--- config.mk ---
export PLATFORM = sky130hd
export DESIGN_NAME = openram_ctrl_flat
export DESIGN_NICKNAME = d
export VERILOG_FILES = /design/src/rtl/openram_ctrl_if.sv /design/src/rtl/openram_ctrl.sv /design/src/flat_wrapper.sv
export SDC_FILE = /design/constraint.sdc
export NUM_CORES = 1
export LEC_CHECK = 0
export CORE_ASPECT_RATIO = 0.7
export CORE_UTILIZATION = 40
export DETAILED_ROUTE_END_ITERATION = 8
export GPL_TIMING_DRIVEN = 0
export HOLD_SLACK_MARGIN = 0.05
export PLACE_DENSITY = 0.78
export SETUP_SLACK_MARGIN = 0.2
export SYNTH_ARGS = -nofsm -noshare
export SYNTH_HDL_FRONTEND = slang
export SYNTH_SLANG_ARGS = --single-unit
--- constraint.sdc ---
create_clock -name clk -period 4.4 [get_ports clk]
set_input_delay 0.88 -clock clk [delete_from_list [all_inputs] [get_ports clk]]
set_output_delay 0.88 -clock clk [all_outputs]
set_load 0.01 [all_outputs]
--- src/rtl/openram_ctrl_if.sv ---
// Request/response channels plus OpenRAM macro pins for openram_ctrl.
// slave = controller view; master = initiator and SRAM macro view.
interface openram_ctrl_if #(
  parameter int DataWidth = 32,
  parameter int AddrWidth = 32
);
  logic                 reqValid;
  logic                 reqReady;
  logic [AddrWidth-1:0] reqAddr;
  logic                 reqWrite;
  logic [DataWidth-1:0] reqWData;
  logic                 respValid;
  logic                 respReady;
  logic [DataWidth-1:0] respRData;
  logic                 respErr;
  logic [AddrWidth-1:0] ramAddr;
  logic [DataWidth-1:0] ramDataIn;
  logic [DataWidth-1:0] ramDataOut;
  logic                 ramCS_B;
  logic                 ramWE_B;
  logic                 ramOE_B;

  modport slave (
    input  reqValid, reqAddr, reqWrite, reqWData, respReady, ramDataOut,
    output reqReady, respValid, respRData, respErr,
    output ramAddr, ramDataIn, ramCS_B, ramWE_B, ramOE_B
  );

  modport master (
    output reqValid, reqAddr, reqWrite, reqWData, respReady, ramDataOut,
    input  reqReady, respValid, respRData, respErr,
    input  ramAddr, ramDataIn, ramCS_B, ramWE_B, ramOE_B
  );
endinterface

--- src/rtl/openram_ctrl.sv ---
// Single-transaction sequencer driving the strobes of a single-port OpenRAM macro.
// Define OPENRAM_CTRL_RANGE_CHECK_EN to reject addresses >= Depth with respErr.
//
// state  | meaning
// IDLE   | reqReady high, waiting for a request
// STROBE | one cycle with ramCS_B low (WE_B low for write, OE_B low for read)
// WAIT   | read in flight; ramOE_B held low for ReadLatency cycles
// RESP   | response offered; leave on respValid && respReady
module openram_ctrl #(
  parameter int DataWidth   = 32,
  parameter int AddrWidth   = 32,
  parameter int ReadLatency = 1,
  parameter int Depth       = 256
) (
  input logic           clk,
  input logic           reset,
  openram_ctrl_if.slave bus
);

  typedef enum logic [1:0] {IDLE, STROBE, WAIT, RESP} state_e;

  state_e               state_q, state_d;
  logic                 write_q, write_d;
  logic [3:0]           cnt_q, cnt_d;
  logic [AddrWidth-1:0] ram_addr_q, ram_addr_d;
  logic [DataWidth-1:0] ram_din_q, ram_din_d;
  logic                 cs_b_q, cs_b_d;
  logic                 we_b_q, we_b_d;
  logic                 oe_b_q, oe_b_d;
  logic                 resp_valid_q, resp_valid_d;
  logic [DataWidth-1:0] rdata_q, rdata_d;
  logic                 addr_oor;

  if (ReadLatency < 1 || ReadLatency > 15 || Depth < 1) begin : g_bad_param
    $error("openram_ctrl: ReadLatency must be 1-15 and Depth positive");
  end

`ifdef OPENRAM_CTRL_RANGE_CHECK_EN
  localparam logic [AddrWidth:0] DepthLim = (AddrWidth+1)'(Depth);

  logic err_q, err_d;

  assign addr_oor    = ({1'b0, bus.reqAddr} >= DepthLim);
  assign bus.respErr = err_q;
`else
  assign addr_oor    = 1'b0;
  assign bus.respErr = 1'b0;
`endif

  // Strobes are registered from the next state, so they line up with STROBE/WAIT.
  always_comb begin
    state_d      = state_q;
    write_d      = write_q;
    cnt_d        = cnt_q;
    ram_addr_d   = ram_addr_q;
    ram_din_d    = ram_din_q;
    cs_b_d       = 1'b1;
    we_b_d       = 1'b1;
    oe_b_d       = 1'b1;
    resp_valid_d = resp_valid_q;
    rdata_d      = rdata_q;
`ifdef OPENRAM_CTRL_RANGE_CHECK_EN
    err_d        = err_q;
`endif
    case (state_q)
      IDLE: begin
        if (bus.reqValid) begin
          write_d = bus.reqWrite;
`ifdef OPENRAM_CTRL_RANGE_CHECK_EN
          err_d   = addr_oor;
`endif
          if (addr_oor) begin
            state_d = RESP;
            rdata_d = '0;
          end else begin
            state_d    = STROBE;
            cs_b_d     = 1'b0;
            ram_addr_d = bus.reqAddr;
            if (bus.reqWrite) begin
              we_b_d    = 1'b0;
              ram_din_d = bus.reqWData;
            end else begin
              oe_b_d = 1'b0;
            end
          end
        end
      end
      STROBE: begin
        if (write_q) begin
          state_d = RESP;
          rdata_d = '0;
        end else begin
          state_d = WAIT;
          cnt_d   = 4'(ReadLatency);
          oe_b_d  = 1'b0;
        end
      end
      WAIT: begin
        cnt_d = cnt_q - 4'd1;
        if (cnt_q == 4'd1) begin
          state_d = RESP;
          rdata_d = bus.ramDataOut;
        end else begin
          oe_b_d = 1'b0;
        end
      end
      RESP: begin
        resp_valid_d = 1'b1;
        if (resp_valid_q && bus.respReady) begin
          resp_valid_d = 1'b0;
          state_d      = IDLE;
        end
      end
      default: state_d = IDLE;
    endcase
  end

  always_ff @(posedge clk or posedge reset) begin
    if (reset) begin
      state_q      <= IDLE;
      write_q      <= 1'b0;
      cnt_q        <= '0;
      ram_addr_q   <= '0;
      ram_din_q    <= '0;
      cs_b_q       <= 1'b1;
      we_b_q       <= 1'b1;
      oe_b_q       <= 1'b1;
      resp_valid_q <= 1'b0;
      rdata_q      <= '0;
    end else begin
      state_q      <= state_d;
      write_q      <= write_d;
      cnt_q        <= cnt_d;
      ram_addr_q   <= ram_addr_d;
      ram_din_q    <= ram_din_d;
      cs_b_q       <= cs_b_d;
      we_b_q       <= we_b_d;
      oe_b_q       <= oe_b_d;
      resp_valid_q <= resp_valid_d;
      rdata_q      <= rdata_d;
    end
  end

`ifdef OPENRAM_CTRL_RANGE_CHECK_EN
  always_ff @(posedge clk or posedge reset) begin
    if (reset) err_q <= 1'b0;
    else       err_q <= err_d;
  end
`endif

  assign bus.reqReady  = (state_q == IDLE);
  assign bus.respValid = resp_valid_q;
  assign bus.respRData = rdata_q;
  assign bus.ramAddr   = ram_addr_q;
  assign bus.ramDataIn = ram_din_q;
  assign bus.ramCS_B   = cs_b_q;
  assign bus.ramWE_B   = we_b_q;
  assign bus.ramOE_B   = oe_b_q;

endmodule

--- src/flat_wrapper.sv ---
// flat-port wrapper written by rule: the top's interface ports become plain ports
module openram_ctrl_flat 
#(
  parameter int DataWidth   = 32,
  parameter int AddrWidth   = 32,
  parameter int ReadLatency = 1,
  parameter int Depth       = 256
)
  (clk, reset, bus_reqValid, bus_reqAddr, bus_reqWrite, bus_reqWData, bus_respReady, bus_ramDataOut, bus_reqReady, bus_respValid, bus_respRData, bus_respErr, bus_ramAddr, bus_ramDataIn, bus_ramCS_B, bus_ramWE_B, bus_ramOE_B);
  openram_ctrl_if #(.DataWidth(DataWidth), .AddrWidth(AddrWidth)) bus_i ();
  input logic clk;
  input logic reset;
  input wire logic [$bits(bus_i.reqValid)-1:0] bus_reqValid;
  input wire logic [$bits(bus_i.reqAddr)-1:0] bus_reqAddr;
  input wire logic [$bits(bus_i.reqWrite)-1:0] bus_reqWrite;
  input wire logic [$bits(bus_i.reqWData)-1:0] bus_reqWData;
  input wire logic [$bits(bus_i.respReady)-1:0] bus_respReady;
  input wire logic [$bits(bus_i.ramDataOut)-1:0] bus_ramDataOut;
  output wire logic [$bits(bus_i.reqReady)-1:0] bus_reqReady;
  output wire logic [$bits(bus_i.respValid)-1:0] bus_respValid;
  output wire logic [$bits(bus_i.respRData)-1:0] bus_respRData;
  output wire logic [$bits(bus_i.respErr)-1:0] bus_respErr;
  output wire logic [$bits(bus_i.ramAddr)-1:0] bus_ramAddr;
  output wire logic [$bits(bus_i.ramDataIn)-1:0] bus_ramDataIn;
  output wire logic [$bits(bus_i.ramCS_B)-1:0] bus_ramCS_B;
  output wire logic [$bits(bus_i.ramWE_B)-1:0] bus_ramWE_B;
  output wire logic [$bits(bus_i.ramOE_B)-1:0] bus_ramOE_B;
  assign bus_i.reqValid = bus_reqValid;
  assign bus_i.reqAddr = bus_reqAddr;
  assign bus_i.reqWrite = bus_reqWrite;
  assign bus_i.reqWData = bus_reqWData;
  assign bus_i.respReady = bus_respReady;
  assign bus_i.ramDataOut = bus_ramDataOut;
  assign bus_reqReady = bus_i.reqReady;
  assign bus_respValid = bus_i.respValid;
  assign bus_respRData = bus_i.respRData;
  assign bus_respErr = bus_i.respErr;
  assign bus_ramAddr = bus_i.ramAddr;
  assign bus_ramDataIn = bus_i.ramDataIn;
  assign bus_ramCS_B = bus_i.ramCS_B;
  assign bus_ramWE_B = bus_i.ramWE_B;
  assign bus_ramOE_B = bus_i.ramOE_B;
  openram_ctrl #(.DataWidth(DataWidth), .AddrWidth(AddrWidth), .ReadLatency(ReadLatency), .Depth(Depth)) u_core (.clk(clk), .reset(reset), .bus(bus_i));
endmodule
==> results.md <==
* Hold Path Class: reg -> reg
* Clk_lat worst skew at 0.34 ns
* Hold_buf cts at 0
* Fin crit share at roughly 61%
* TritonCTS clock tree: done
* Hold path startpoint: u_core.bus.respRData[16]$_DFFE_PP0P_
* Final Hold Fails at 0
* Clock transition at path regs at around 0.070 ns
* Worst r2r path cells at 6
* Reg2reg end: u_core.bus.respRData[7]$_DFFE_PP0P_
* Gr ovfl total at 0
* Die height at about 90 um
* Total wire length at 11000 um
* Setup Crit Path Kind: reg -> out
* Post-cts sizing count at 0
* Setup crit end kind: output pin
* Initial antenna violation count at 0
* CTS Buf Count at 9
* Worst hold slack at between 0.5 and 0.6 ns
* H-tree depth at 3
* Residual DRC at 32
* Rows at 30
* Root Driver: clkbuf_16
* Max-cap violation count at 0
* Register bit total from synthesis at 107
* DR pass1 iterations at 6
* Max-slew headroom at roughly three fifths
* Number of enable flip-flop cells after synthesis at 0
* Die Span X at 125 um
* Syn Nets at ~400
* Dpl hpwl at between 8000 and 9000 um
* Yosys warns at 0
* Status: finished, violations left
* Sequential share of the synthesized area at a little under two thirds
* Synth-to-layout area growth at 59.1%
* Die ar. at approximately 0.011 sq mm
* I/O pin count at 203
* Starting Density at a little over two fifths
* Cell chain of the critical path: inv_1, ha_1, clkdlybuf4s50_1
* Util after Layout at between 60% and 70%
* Ant diodes at 0
* Distinct cell type count after synthesis at 35
* TNS Setup at 0 ns
* Drt via density at around 5.0
* Vias at about 3200
* P_leak at roughly 2.9 nW
* Clock Skew at a little under 0.005 ns
* Clk buf depth at 2
* Top-count cell post-synth: dfrtp_1
* Main flop type after synthesis: dfrtp_1
* Area of the core at between 0.009 and 0.01 sq mm
* Crit start category: register
* Worst slew pin tran at about 0.58 ns
* Cells after synthesis at between 200 and 300
* Share of cells above drive strength 1 at a little under a fifth
* Fin. max-slew vios at 0
* Postcts setup bufs at 0
* Total Power at approximately 5 mW
* Total Routing Usage GR at about a fifth
* Global-route wire length before repair at ~17000 um
* Reg2Reg Launch Point: u_core.state_q[0]$_DFFE_PP0P_
* Synth top cells by count: 104 x dfrtp_1, 64 x mux2_2, 26 x a22o_1
* Fmax at approximately 370 MHz
* Ys async rst share at between 90% and 100%
* Failing checks: design-rule violations
* Arr. time, crit path at about 1.8 ns
* Clock Sink Count at 107
* WP data required at approximately 3.5 ns
* WL per Instance at 17.3 um
* Crit path launch: u_core.state_q[0]$_DFFE_PP0P_
* Top cells by area, synth: dfrtp_1 62%, mux2_2 17%, a22o_1 5.4%
* CP max FO at 7
* Area share of the largest cell type after synthesis at 61.6%
* Average cell area after synthesis at between 10 and 15 sq um
* Number of global-route vias before repair at between 3000 and 4000
* Post-DRT Antenna Nets at 0
* Min-Delay Path Depth at 1
* Slowest CP cell: clkdlybuf4s50_1
* Setup violators final at 0
* Cell area after synthesis at between 0.004 and 0.005 sq mm
* Max stage delay on crit path at about 0.6 ns
* VDD IR max at 0.401 mV
* Hold path endpoint: u_core.bus.respRData[16]$_DFFE_PP0P_
* R2R Setup Slk at 2.17 ns
* Synth area leader: dfrtp_1
* DRT iter0 DRCs at around 250
* Largest net degree at the start of global routing at 69
* Port buffer count at roughly 200
* Power per cell area at ~740 mW/mm^2
* GPL Wtd Cong at 0.823
* Fin crit period at 2.68 ns
* RSZ-0062 raised after global routing: false
* Layout Nets at 612
## worst max path at each step
stage,end,slack [ns],depth (start not counted)
final,bus_reqReady,1.72,3
after global routing,bus_reqReady,1.63,3
after global placement,u_core.bus.ramAddr[15]$_DFFE_PP0P_,-0.82,2
after floorplan,u_core.bus.ramAddr[0]$_DFFE_PP0P_,0.71,1
after detailed placement,u_core.bus.ramDataIn[12]$_DFFE_PP0P_,1.72,4
after CTS,bus_reqReady,1.72,3
## per-stage QoR
| step | setup WS (ns) | instance area, sq um | cells |
|---|---|---|---|
| finish | 1.72 | 6720 | 637 |
| floorplan | 0.708 | 4220 | 291 |
| CTS | 1.72 | 6720 | 637 |
| global route | 1.63 | 6720 | 637 |
| detailed placement | 1.72 | 6420 | 621 |
| global placement | -0.817 | 6390 | 620 |
## area by class of cell
type,instances,area [sq um]
timing repair buffer,202,2040
clock inverter,6,65.1
multi-input combinational,158,1410
buffer,17,93.8
sequential,107,2680
clock buffer,10,229
fill,731,3270
tap,128,160
inverter,9,36.3
## critical path, delay by kind of cell, from the launching register on
family,cells,cell delay [ns]
buf+inv,2,0.74
flops,1,0.43
fa+ha+maj,1,0.29
## placed cells by master (no fill, tap or decap), drive strengths merged
| cell type | count |
|---|---|
| a221oi | 1 |
| a21bo | 1 |
| nor3 | 1 |
| nand2 | 11 |
| mux2 | 64 |
| dfstp | 3 |
| a21boi | 2 |
| a21o | 1 |
| a211o | 1 |
| a32o | 1 |
| or3 | 1 |
| mux2i | 1 |
| or3b | 1 |
| o21ai | 12 |
| a221o | 1 |
| nand3 | 8 |
| o31ai | 1 |
| buf | 8 |
| dfrtp | 104 |
| clkinv | 4 |
| o211ai | 7 |
| a32oi | 1 |
| a21oi | 2 |
| nor2 | 1 |
| bufinv | 1 |
| ha | 7 |
| inv | 9 |
| clkdlybuf4s50 | 201 |
| nand2b | 1 |
| a22o | 26 |
| clkinvlp | 1 |
| nor4 | 2 |
| conb | 1 |
| nor2b | 2 |
| clkbuf | 20 |
## logic make-up (layout without fill, tap and decap cells)
| family | after synthesis | after routing | synth area share [%] |
|---|---|---|---|
| other | 1 | 1 | 0.0888 |
| AO/OA/AOI/OAI | 57 | 57 | 10.3 |
| AND/OR/NAND/NOR | 28 | 28 | 3.65 |
| flip-flops | 107 | 107 | 63.5 |
| adder cells (fa/ha/maj) | 7 | 7 | 2.07 |
| multiplexers | 65 | 65 | 17.3 |
| buffers and inverters | 26 | 244 | 3.02 |
## report_power, final
group          total, mW  switching [mW]  internal [mW]
Combinational       2.46            1.03           1.43
Sequential          1.75           0.275           1.47
Clock              0.795           0.352          0.443
Total               5.00            1.65           3.35
## layer usage
metal | GRT usage [%] | wire length, um | up-vias
li1 | - | - | 1479
met2 | 33.9 | 5120 | 148
met1 | 24.4 | 4620 | 1531
met3 | 9.77 | 1230 | 4
met5 | 0 | 0 | -
met4 | 4.71 | 51 | 0
## registers in the layout, summed over array words and instances (netlist names)
register,flops
u_core.bus.ramAddr,32
u_core.bus.ramDataIn,32
u_core.bus.respRData,32
u_core.cnt_q,4
u_core.state_q,2
u_core.bus.ramCS_B,1
u_core.bus.ramOE_B,1
u_core.bus.ramWE_B,1
u_core.bus.respValid,1
u_core.write_q,1
Note: power is estimated with default switching activity, not from simulation.
==> variant 1: new RTL, config.mk and constraints unchanged <==
The 4 states of `state_e` get a one-hot encoding in 4 bits.
--- a/src/rtl/openram_ctrl.sv
+++ b/src/rtl/openram_ctrl.sv
@@ -18,5 +18,5 @@
 );
 
-  typedef enum logic [1:0] {IDLE, STROBE, WAIT, RESP} state_e;
+  typedef enum logic [3:0] {IDLE = 4'b0001, STROBE = 4'b0010, WAIT = 4'b0100, RESP = 4'b1000} state_e;
 
   state_e               state_q, state_d;
Check against the original RTL: same outputs for any inputs over 4 cycles, from zero or initial values and one cycle with reset high; so few cycles prove little.
==> variant 1 against the unedited design <==
Non-clock buffer count unchanged; global-route usage fell by 2.0 points; worst setup slack worse by 0.17 ns; area after synthesis increased by 2.2%; synthesized cell count is 6.9% lower; final area up 1.7%; routed wire length fell by 7.4%; total power shrank 5.3%; sequential cell count grew 2; largest cell class unchanged.
==> variant 1: results (changes against the unedited design) <==
hold_path:
  holdPathEnd: "u_core.bus.ramAddr[31]"
setup_path:
  reg2reg_depth: 5  # -1
  crit_path_max_incr_delay_ns: 0.67  # +0.07 ns
  timing.rr.end: "u_core.bus.respRData[9]"
  reg2reg_setup_slack_ns: 2.44  # +0.27 ns
detailed_routing:
  drtIter0Drc: 69  # -73%
  m1WireLength_um: 4510  # -2.5%
  dr.pass1.iters: 4  # -2
  via_per_inst: 4.84  # -2.4%
power_and_ir_drop:
  switching_share: 0.292  # -0.0383
  seqPwrFrac: 0.364  # +0.014
  pwr-share-clk: 0.176  # +0.017
placement:
  place_area_um2: 6520  # +1.5%
run_status:
  outcome: "completed"
global_routing:
  grt_pass1_wl_um: 15700  # -8.6%
  grtUsageTotal: 0.185  # -0.0196
  grt_use_met2: 0.285  # -0.0533
  grt_max_degree: 64  # -7.2%
synthesis:
  synthCells: 271  # -6.9%
  ys_seq_area_frac: 0.634  # -0.00156
  synthTopCellsByArea: "dfrtp_1, mux2_4, mux2_2, a22o_1, dfstp_2"
final_layout:
  nNetsFinal: 587  # -4.1%
  drive_gt1_frac: 0.209  # +0.0239
timing:
  hold_ws_ns: 0.494  # -0.00682 ns
  skew_ns: 0.00774  # +0.00278 ns
  fin_ws_ns: 1.54  # -0.174 ns
==> variant 1: cell count changes in the layout (fill, tap and decap cells not counted), sizes merged, moves of 6 or more <==
cell    before  now
a22o        26   32
buf          8   15
nand2       11    5
nand3        8    1
o211ai       7    0
o21ai       12    4
==> variant 1: layout make-up <==
class / instances / area [µm²] / area share
clock buffer: 12 / 236 / 0.0346
buffer: 17 / 128 / 0.0187
multi-input combinational: 138 / 1430 / 0.209
clock inverter: 4 / 75.1 / 0.0110
inverter: 7 / 28.8 / 0.00421
tap: 132 / 165 / 0.0242
timing repair buffer: 202 / 2040 / 0.299
sequential: 109 / 2730 / 0.400
==> variant 1: cells by family after synthesis <==
family / after synthesis / synth area share
mux: 66 / 0.196
compound gates: 46 / 0.0850
simple gates: 23 / 0.0429
buf+inv: 24 / 0.0357
fa+ha+maj: 2 / 0.00580
other cells: 1 / 0.000869
flops: 109 / 0.634
==> variant 2: new RTL, same settings <==
Made on the original files. The option `OPENRAM_CTRL_RANGE_CHECK_EN` is turned on by a define.
--- a/src/rtl/openram_ctrl.sv
+++ b/src/rtl/openram_ctrl.sv
@@ -7,4 +7,6 @@
 // WAIT   | read in flight; ramOE_B held low for ReadLatency cycles
 // RESP   | response offered; leave on respValid && respReady
+`define OPENRAM_CTRL_RANGE_CHECK_EN
+
 module openram_ctrl #(
   parameter int DataWidth   = 32,
Behaviour: not the same (a bounded check fails within 4 cycles, from zero or initial values and one cycle with reset high).
==> variant 2 against the unedited design <==
Area after synthesis grew 2.2%; final area increased by 1.3%; worst setup slack worse by 0.59 ns; critical path type is now in -> reg; synthesized cell count up 14%; routed wire length up 4.5%; first-iteration DRC count decreased by 44%; largest cell class unchanged; utilization shrank 1.8 points; sequential cell count is 1 higher.
Power is not compared: it rests on default switching activity, and its combinational part moved more than twofold at a synthesized area within 25%.
==> variant 2: results (changes against the unedited design) <==
timing:
  tightest_slew_ns: 0.917  # +0.338 ns
  skew_ns: 0.00605  # +0.00109 ns
setup_path:
  crit_arrival_ns: 3.48  # +1.68 ns
  cp-startpoint: "bus_reqAddr[15]"
  reg2reg_setup_slack_ns: 1.77  # -0.40 ns
  path_max_fanout: 10  # +3
  timing.rr.end: "u_core.bus.respRData[14]"
  reg2reg_depth: 7  # +1
final_layout:
  regArea_um2: 2710  # +0.93%
  drive_gt1_frac: 0.128  # -0.0572
  num-fill-cells: 788  # +7.8%
  nNetsFinal: 653  # +6.7%
cts:
  cts_made_buffers: 9  # unchanged
placement:
  numPortBuffers: 202  # +0.50%
  dpl.hpwl_um: 8660  # +6.4%
  place_area_um2: 6530  # +1.7%
hold_path:
  holdPathEnd: "u_core.bus.respRData[9]"
  hold_path.startpoint: "u_core.bus.respRData[9]"
detailed_routing:
  dr.pass1.iters: 4  # -2
  wl_um: 11500  # +4.5%
  drtIter0Drc: 141  # -44%
run_status:
  outcome: "completed"
global_routing:
  grt_pass1_wl_um: 18000  # +4.5%
  grt_use_met2: 0.336  # -0.00310
  met3_usage: 0.0865  # -0.0113
  met1_usage: 0.259  # +0.0152
synthesis:
  ys_types: 27  # -23%
  synth_common_cells: "dfrtp_1, mux2_2, nand3_1"
  synth_nets: 439  # +10%
  synthTopCellsByArea: "dfrtp_1, mux2_2, o2bb2ai_1, nand3_1, nor2b_1"
  ys_seq_area_frac: 0.628  # -0.00765
==> variant 2: cell types whose count changed after synthesis, sizes merged, moves of 5 or more <==
| cell | unedited run | this run |
|---|---|---|
| nor3 | 1 | 6 |
| o21ai | 12 | 5 |
| a22o | 26 | 0 |
| mux2 | 64 | 40 |
| nor2b | 2 | 28 |
| nor4 | 2 | 7 |
| o211ai | 7 | 0 |
| o2bb2ai | 0 | 32 |
| nand3 | 8 | 35 |
==> variant 2: power breakdown <==
part	total [mW]	leakage, nW	internal (mW)	switching (mW)
clock	0.764	0.134	0.388	0.376
sequential	1.20	1.46	1.11	0.0839
combinational	1.07	1.41	0.492	0.573
==> variant 2: routing by layer <==
metal	routed length (µm)	up-vias
met5	0	-
met3	1140	19
met2	5390	149
met4	232	0
li1	-	1607
met1	4760	1685
==> variant 2: final cells by class <==
type                    instances  area share
multi-input cells             192       0.217
well taps                     132      0.0243
clock buffers                   9      0.0331
repair buffers                203       0.301
inverters                      11     0.00644
plain buffers                  20      0.0129
flip-flops and latches        108       0.398
clock inverters                 6     0.00735
==> variant 2: worst max-delay path by stage <==
| stage | slack, ns | end |
|---|---|---|
| after detailed placement | 0.77 | u_core.bus.respRData[25] |
| after floorplan | 0.68 | u_core.bus.ramAddr[0] |
| final | 1.13 | u_core.bus.respRData[14] |
| after CTS | 1.12 | u_core.bus.respRData[25] |
| after global placement | -0.89 | u_core.bus.ramDataIn[6] |
| after global routing | 1.08 | u_core.bus.respRData[26] |
==> variant 2: cell families (layout without fill, tap and decap cells) <==
kind of cell / count (synthesis) / after routing / synth area share
compound gates: 48 / 48 / 0.0946
flops: 108 / 108 / 0.628
buf+inv: 31 / 249 / 0.0299
simple gates: 96 / 96 / 0.121
mux: 41 / 41 / 0.107
fa+ha+maj: 7 / 7 / 0.0203
==> variant 2: worst max-delay path: stages <==
cell and delay, ns:
clkdlybuf4s50_1 0.41, nor4_1 0.41, nand4_1 0.37, nor3_1 0.85, clkbuf_1 0.41, o2bb2ai_1 0.13
==> variant 2: through the flow <==
step | worst slack, ns | std cells | hold slack, ns
final | 1.13 | 681 | 0.493
after detailed placement | 0.771 | 666 | 0.475
after floorplan | 0.679 | 331 | 0.472
after CTS | 1.12 | 681 | 0.495
after global placement | -0.885 | 665 | 0.469
after global routing | 1.08 | 681 | 0.507
